--- src/rtl/cache_mem_arbiter.sv ---
// cache_mem_arbiter: shares one main-memory port between I-cache refill
// and D-cache refill/write-back, one transaction outstanding at a time.
module cache_mem_arbiter #(
    parameter int ADDR_W     = 28,
    parameter int DATA_W     = 128,
    parameter int D_PRIORITY = 0,
    parameter int CNT_W      = 16
) (
    input  logic              clk,
    input  logic              rst_n,
    input  logic              i_mem_read,
    input  logic [ADDR_W-1:0] i_mem_addr,
    output logic [DATA_W-1:0] i_mem_rdata,
    output logic              i_mem_ready,
    input  logic              d_mem_read,
    input  logic              d_mem_write,
    input  logic [ADDR_W-1:0] d_mem_addr,
    input  logic [DATA_W-1:0] d_mem_wdata,
    output logic [DATA_W-1:0] d_mem_rdata,
    output logic              d_mem_ready,
    output logic              mem_read,
    output logic              mem_write,
    output logic [ADDR_W-1:0] mem_addr,
    output logic [DATA_W-1:0] mem_wdata,
    input  logic [DATA_W-1:0] mem_rdata,
    input  logic              mem_ready,
    output logic              grant_d,
    output logic [CNT_W-1:0]  conflict_cnt
);

    localparam logic [1:0] IDLE  = 2'd0;
    localparam logic [1:0] GNT_I = 2'd1;
    localparam logic [1:0] GNT_D = 2'd2;
    localparam logic [1:0] DONE  = 2'd3;

    logic [1:0] state;
    logic       owner_d;
    logic       last_d;
    logic       i_req;
    logic       d_req;
    logic       pick_d;
    logic       other_req;

    assign i_req = i_mem_read;
    assign d_req = d_mem_read | d_mem_write;

    // last_d=0 after reset, so round-robin hands D the first tie
    always_comb begin
        pick_d = d_req &&
                 (!i_req || (D_PRIORITY != 0) || !last_d);
    end

    always_comb begin
        other_req = 1'b0;
        unique case (1'b1)
            (state == GNT_I): other_req = d_req;
            (state == GNT_D): other_req = i_req;
            (state == DONE):  other_req = owner_d ? i_req : d_req;
            default:          other_req = 1'b0;
        endcase
    end

    assign grant_d = (state == GNT_D) ||
                     ((state == DONE) && owner_d);

    always_ff @(posedge clk or negedge rst_n) begin
        if (!rst_n) begin
            state        <= IDLE;
            owner_d      <= 1'b0;
            last_d       <= 1'b0;
            mem_read     <= 1'b0;
            mem_write    <= 1'b0;
            mem_addr     <= '0;
            mem_wdata    <= '0;
            i_mem_rdata  <= '0;
            d_mem_rdata  <= '0;
            i_mem_ready  <= 1'b0;
            d_mem_ready  <= 1'b0;
            conflict_cnt <= '0;
        end else begin
            i_mem_ready <= 1'b0;
            d_mem_ready <= 1'b0;
            if (other_req && (conflict_cnt != '1)) begin
                conflict_cnt <= conflict_cnt + 1'b1;
            end
            unique case (1'b1)
                (state == IDLE): begin
                    if (i_req || d_req) begin
                        owner_d <= pick_d;
                        if (pick_d) begin
                            mem_addr  <= d_mem_addr;
                            mem_wdata <= d_mem_wdata;
                            mem_write <= d_mem_write;
                            mem_read  <= !d_mem_write;
                            state     <= GNT_D;
                        end else begin
                            mem_addr  <= i_mem_addr;
                            mem_write <= 1'b0;
                            mem_read  <= 1'b1;
                            state     <= GNT_I;
                        end
                    end
                end
                (state == GNT_I),
                (state == GNT_D): begin
                    if (mem_ready) begin
                        mem_read  <= 1'b0;
                        mem_write <= 1'b0;
                        last_d    <= owner_d;
                        if (owner_d) begin
                            d_mem_ready <= 1'b1;
                            d_mem_rdata <= mem_rdata;
                        end else begin
                            i_mem_ready <= 1'b1;
                            i_mem_rdata <= mem_rdata;
                        end
                        state <= DONE;
                    end
                end
                default: state <= IDLE;
            endcase
        end
    end

endmodule

--- config.mk ---
export PLATFORM = sky130hd
export DESIGN_NAME = cache_mem_arbiter
export DESIGN_NICKNAME = d
export VERILOG_FILES = /design/src/rtl/cache_mem_arbiter.sv
export SDC_FILE = /design/constraint.sdc
export NUM_CORES = 1
export LEC_CHECK = 0
export BUFFER_PORTS_ARGS = -buffer_cell sky130_fd_sc_hd__buf_4
export CAP_MARGIN = 20
export CORE_AREA = 5 5 289 291
export DETAILED_ROUTE_END_ITERATION = 6
export DIE_AREA = 0 0 294 296
export SLEW_MARGIN = 20
export SYNTH_ARGS = -nofsm -noshare
export SYNTH_HDL_FRONTEND = slang
export SYNTH_SLANG_ARGS = --single-unit
export TNS_END_PERCENT = 50
--- constraint.sdc ---
create_clock -name clk -period 3.25 [get_ports clk]
set_clock_uncertainty 0.15 [all_clocks]
set_input_delay 0.325 -clock clk [delete_from_list [all_inputs] [get_ports clk]]
set_output_delay 0.325 -clock clk [all_outputs]
set_load 0.02 [all_outputs]
# ---- After elaboration in Yosys (flattened, before gate mapping)
# Cells that the tools add are included.
dict set report word_totals {
  regBits 436
  inputBits 318
  out_inout_bits 433
  elab_cells 60
}
dict set report classes {
  n_addsub 1
  n_eq_ne 6
  n_mux 20
  bitwise_logic 2
  n_reduce_logical 19
}
# cell count
set ops {}
lappend ops {{2-to-1 mux 28 bit} 1}
lappend ops {{adder 16 x 1 -> 16 bit (second input constant)} 1}
lappend ops {{!= test 16 bit (second input constant)} 1}
lappend ops {{2-to-1 mux 1 bit} 12}
lappend ops {{AND reduction 3 bit} 4}
lappend ops {{2-to-1 mux 2 bit} 3}
lappend ops {{AND reduction 2 bit} 3}
lappend ops {{equality test 2 bit (second input constant)} 2}
lappend ops {{one-hot mux 1 bit (2 select lines)} 2}
lappend ops {{one-hot mux 2 bit (2 select lines)} 1}
lappend ops {{logical AND 1 bit} 3}
lappend ops {{zero test 1 bit} 3}
lappend ops {{logical OR 1 bit} 3}
lappend ops {{one-hot mux 1 bit (3 select lines)} 1}
lappend ops {{equality test 2 x 1 -> 1 bit (second input constant)} 1}
lappend ops {{zero test 2 bit} 1}
lappend ops {{!= test 2 x 1 -> 1 bit (second input constant)} 1}
lappend ops {{!= test 2 bit (second input constant)} 1}
lappend ops {{nonzero test 2 bit} 1}
lappend ops {{OR reduction 2 bit} 1}
lappend ops {{NOT 1 bit} 1}
lappend ops {{bitwise OR 1 bit} 1}

# ---- Longest topological paths before layout
dict set report depth {
  depth_word 6
  depth_mapped 9
  ltp_nobuf 7
}

# ---- Least setup slack after synthesis
# Ideal clock, no wire load.
dict set report synth_path {
  kind {reg-to-reg}
  start {reg state[0]}
  end {reg d_mem_rdata[24]}
  setup_ns 0.125
  arrival_time_ns 1.843
  slack_ns 1.132
  path_stages_with_launch 7
  path_buffers 2
  path_cell_list {dfrtp_1 -> inv_1 -> ha_1 -> nand3_1 -> clkbuf_1 -> buf_2 -> mux2_2}
}
dict set report synth_between {
  elab_chain_len 3
}
# element line
set synth_lines {}
lappend synth_lines {{start: declaration} 36} ;# logic [1:0] state;
lappend synth_lines {{start signal: assignment} 68} ;# state <= IDLE;
lappend synth_lines {{start signal: assignment} 95} ;# state <= GNT_D;
lappend synth_lines {{start signal: assignment} 100} ;# state <= GNT_I;
lappend synth_lines {{equality test 2 bit / equality test 2 x 1 -> 1 bit (equally long branches)} {105, 104}}
lappend synth_lines {{OR reduction 2 bit *} 86} ;# unique case (1'b1)
lappend synth_lines {{AND reduction 3 bit (no source line) *} n/a}
lappend synth_lines {{end signal: assignment} 112} ;# d_mem_rdata <= mem_rdata;
lappend synth_lines {{end: declaration} 19} ;# output logic [DATA_W-1:0] d_mem_rdata,
# Mark *: on every way between the ends. The rest lies on a longest branch, timed or not.
# A chain may end at the register's enable or synchronous reset.

# ---- Worst setup path in the final report
dict set report layout_path {
  start {in d_mem_write}
  end {reg mem_addr[27]}
}
dict set report layout_between {
  elab_chain_len 3
}
# element line
set layout_lines {}
lappend layout_lines {{start: declaration} 16} ;# input logic d_mem_write,
lappend layout_lines {{bitwise OR 1 bit *} 45} ;# assign d_req = d_mem_read | d_mem_write;
lappend layout_lines {{logical AND 1 bit / logical OR 1 bit (equally long branches)} {49, 88}}
lappend layout_lines {{2-to-1 mux 28 bit / AND reduction 2 bit (equally long branches)} n/a}
lappend layout_lines {{end signal: assignment} 91} ;# mem_addr <= d_mem_addr;
lappend layout_lines {{end signal: assignment} 97} ;# mem_addr <= i_mem_addr;
lappend layout_lines {{end: declaration} 23} ;# output logic [ADDR_W-1:0] mem_addr,
# Marked as above.

==> reports/results.tsv <==
metric	value	unit
final setup vio count	0	
Hold WC Path Type	primary input to register	
Starting DRT DRC Count	492	
vias	13900	
Yosys top cell by area	dfrtp_1	
Final Hold Fails	0	
synthesized area	16700	µm²
Max Clk Rate	341	MHz
top cells by count, synth	dfrtp_1, nand2_1, mux2_2	
CP required	3550	ps
post-cts hold buffer count	321	
post-DP HPWL	44200	µm
layout cells sized above 1	46.0	%
nets	2739	
dpl cells	3101	
CTS H-tree depth	2	
aggregate global-route resource usage	13.3	%
switch share	39.3	%
sequential area share after synthesis	65.5	%
CP Launch Type	primary input	
Synth Instances	1316	
first-pass GRT wire length	91500	µm
most area-consuming cells after synthesis	dfrtp_1, mux2_2, nand2_1	
yosys warns	0	
Syn-to-layout area delta	71.7	%
TritonCTS clock tree	yes	
clock power share	18.9	%
# diodes	0	
Crit. End Element	register	
Critical path buffers and inverters	5	
Worst path most repeated cell	dlygate4sd3_1	
RSZ-0062 raised after global routing	false	
LEAKAGE	0.0140	µW
I/O Pins	751	
status	complete, no violations	
DRT Pass-1 Iters	4	
Detailed Route WL	61700	µm
Crit path arrival time	3240	ps
Final min period	2940	ps
Worst R2R Path Depth	6	
vias in the first global route	15300	
Seq pwr share	33.0	%
Post-synth EDFFs	0	
Max Cap Viol	0	
hold path endpoint	mem_addr[2]$_DFFE_PN0P_	
endpoint of the worst-slack reg-to-reg timing path	mem_addr[27]$_DFFE_PN0P_	
Sink Count	436	
initial antenna violation count	1	
post-route antenna net violation count	0	
pwr dens	1030	nW/µm²
fillers	7772	
PnR worst setup slack	314	ps
Die X	294	µm
worst r2r src	last_d$_DFFE_PN0P_	
Starting Density	20.7	%
Setup TNS Final	0	ps
# resized after CTS	0	
# rows	104	
pre-CTS WS	825	ps
Hold Path Depth	4	
drc violations	0	
Die Y	296	µm
ys flop type	dfrtp_1	
Crit Path Class	primary input to register	
post-CTS setup buffers	0	
Max FO, Critical Path	28	
wire per inst	17.6	µm
Sw Pwr	11600	µW
Syn Nets	1641	
CP peak stage delay	580	ps
Vias per Instance	3.96	
Slew headroom	49.6	%
syn_area_per_cell	12.7	µm²
Tcrit/Tclk final	90.3	%
Clock Tree Buf Depth	3	
hold path startpoint	d_mem_read	
Synth cell types	32	
Post-synth ARST share	100	%
PortBufs	750	
top-count cell post-synth	dfrtp_1	
die area	87000	µm²
Synth Register Bits	436	
family with the most delay on the worst path	buffers and inverters	
slowest cell on the critical path	dlygate4sd3_1	
Gate power share	48.0	%
Synth top area share	65.5	%
Internal Power	17900	µW
maximum number of pins on one net before global-route repair	97	
GPL Wtd Cong	0.792	
worst reg-to-reg setup slack	430	ps
Core Area	80300	µm²
fin. max-slew vios	0	
Pwr Total	29500	µW
number of buffers inserted during clock tree synthesis	50	
Non-Filler Instances	3514	
clock slew at reported path FFs	60	ps
CP cell instances	dlygate4sd3_1, buf_4, nor2_1, a21oi_4, buf_4, mux2i_1, dlygate4sd3_1, o21ai_0, dlygate4sd3_1	
worst-margin pin slew	756	ps
Remaining Overflow, GRT	0	
Worst-Skew Late Latency	570	ps
Worst VDD drop	0.614	mV
root buf cell	clkbuf_16	
## state kept, by name (all words and copies together), names as in the netlist
signal	flops
d_mem_rdata	128
i_mem_rdata	128
mem_wdata	128
mem_addr	28
conflict_cnt	16
state	2
d_mem_ready	1
i_mem_ready	1
last_d	1
mem_read	1
mem_write	1
owner_d	1
## routing by layer
metal  track usage [%]  wire length, µm  vias up
met4              4.34             1830        2
met2              24.2            31700      547
li1                  -                -     6558
met5                 0               13        -
met1              14.5            22400     6697
met3              4.91             5760      103
## kinds of logic after synthesis
kind of cell | count (synthesis) | share of synthesized area (%)
AOI/OAI and AO/OA | 40 | 1.31
xor gates and xnor gates | 15 | 0.789
adders and majority gates | 7 | 0.526
buffers and inverters | 73 | 2.01
DFF | 436 | 65.5
muxes | 287 | 19.2
and+or+nand+nor | 458 | 10.6
## power groups by stage
stage | clock network, µW | logic, µW | registers [µW]
floorplan | 0 | 4310 | 12700
global placement | 0 | 13800 | 9710
detailed placement | 0 | 13900 | 9770
CTS | 5810 | 14300 | 9730
global route | 6000 | 15200 | 10100
finish | 5580 | 14100 | 9740
## area by class of cell
type                            instances  area (µm²)  area share [%]
Inverter                                8        32.5           0.114
Multi-Input combinational cell        807        5450            19.1
Tap cell                             1060        1330            4.64
Timing Repair Buffer                 1111        9250            32.4
Sequential cell                       436       10900            38.2
Clock inverter                         13         136           0.477
Clock buffer                           79        1480            5.18
## worst register-to-register path, delay by kind of cell, from the launching register on
family	cells	cell delay, ps
mux	1	260
buf+inv	3	1620
flops	1	430
compound gates	2	240
## metrics by stage
stage | utilization (%) | area (µm²) | hold slack [ps]
after floorplan | - | 16700 | -121
after global placement | 29.6 | 23800 | 252
after detailed placement | 29.6 | 23800 | 251
after CTS | 35.6 | 28600 | 3.53
after global routing | 35.6 | 28600 | 48.5
final | 35.6 | 28600 | 74.3
## how the worst max path moves through the flow
stage,start,end,slack [ps],cells past startpoint
3_5_place_dp,state[0]$_DFFE_PN0P_,i_mem_rdata[4]$_DFFE_PN0P_,830,8
5_1_grt,d_mem_write,mem_addr[4]$_DFFE_PN0P_,240,9
6_report,d_mem_write,mem_addr[27]$_DFFE_PN0P_,310,9
3_3_place_gp,state[0]$_DFFE_PN0P_,i_mem_rdata[23]$_DFFE_PN0P_,860,8
2_1_floorplan,state[0]$_DFFE_PN0P_,d_mem_rdata[24]$_DFFE_PN0P_,1130,6
4_1_cts,d_mem_write,mem_addr[27]$_DFFE_PN0P_,400,9
## layout by cell type (no fill, tap or decap), types with 3 or more instances in the layout
| cell type | synthesis | final |
|---|---|---|
| clkbuf_1 | 23 | 18 |
| clkinvlp_4 | 0 | 4 |
| inv_1 | 7 | 6 |
| and3_1 | 3 | 3 |
| nand3_1 | 7 | 6 |
| clkbuf_16 | 0 | 51 |
| a21oi_1 | 4 | 3 |
| dfrtp_1 | 436 | 436 |
| dlygate4sd3_1 | 0 | 321 |
| o21ai_0 | 30 | 30 |
| nand2_1 | 428 | 427 |
| xor2_1 | 4 | 4 |
| nand4_1 | 6 | 6 |
| mux2_2 | 259 | 259 |
| ha_1 | 7 | 7 |
| clkinv_2 | 0 | 4 |
| mux2i_1 | 28 | 28 |
| nor2_1 | 7 | 7 |
| xnor2_1 | 11 | 11 |
| buf_4 | 2 | 781 |
| buf_12 | 0 | 8 |
| clkbuf_8 | 0 | 10 |
Note: power is estimated with default switching activity, not from simulation.
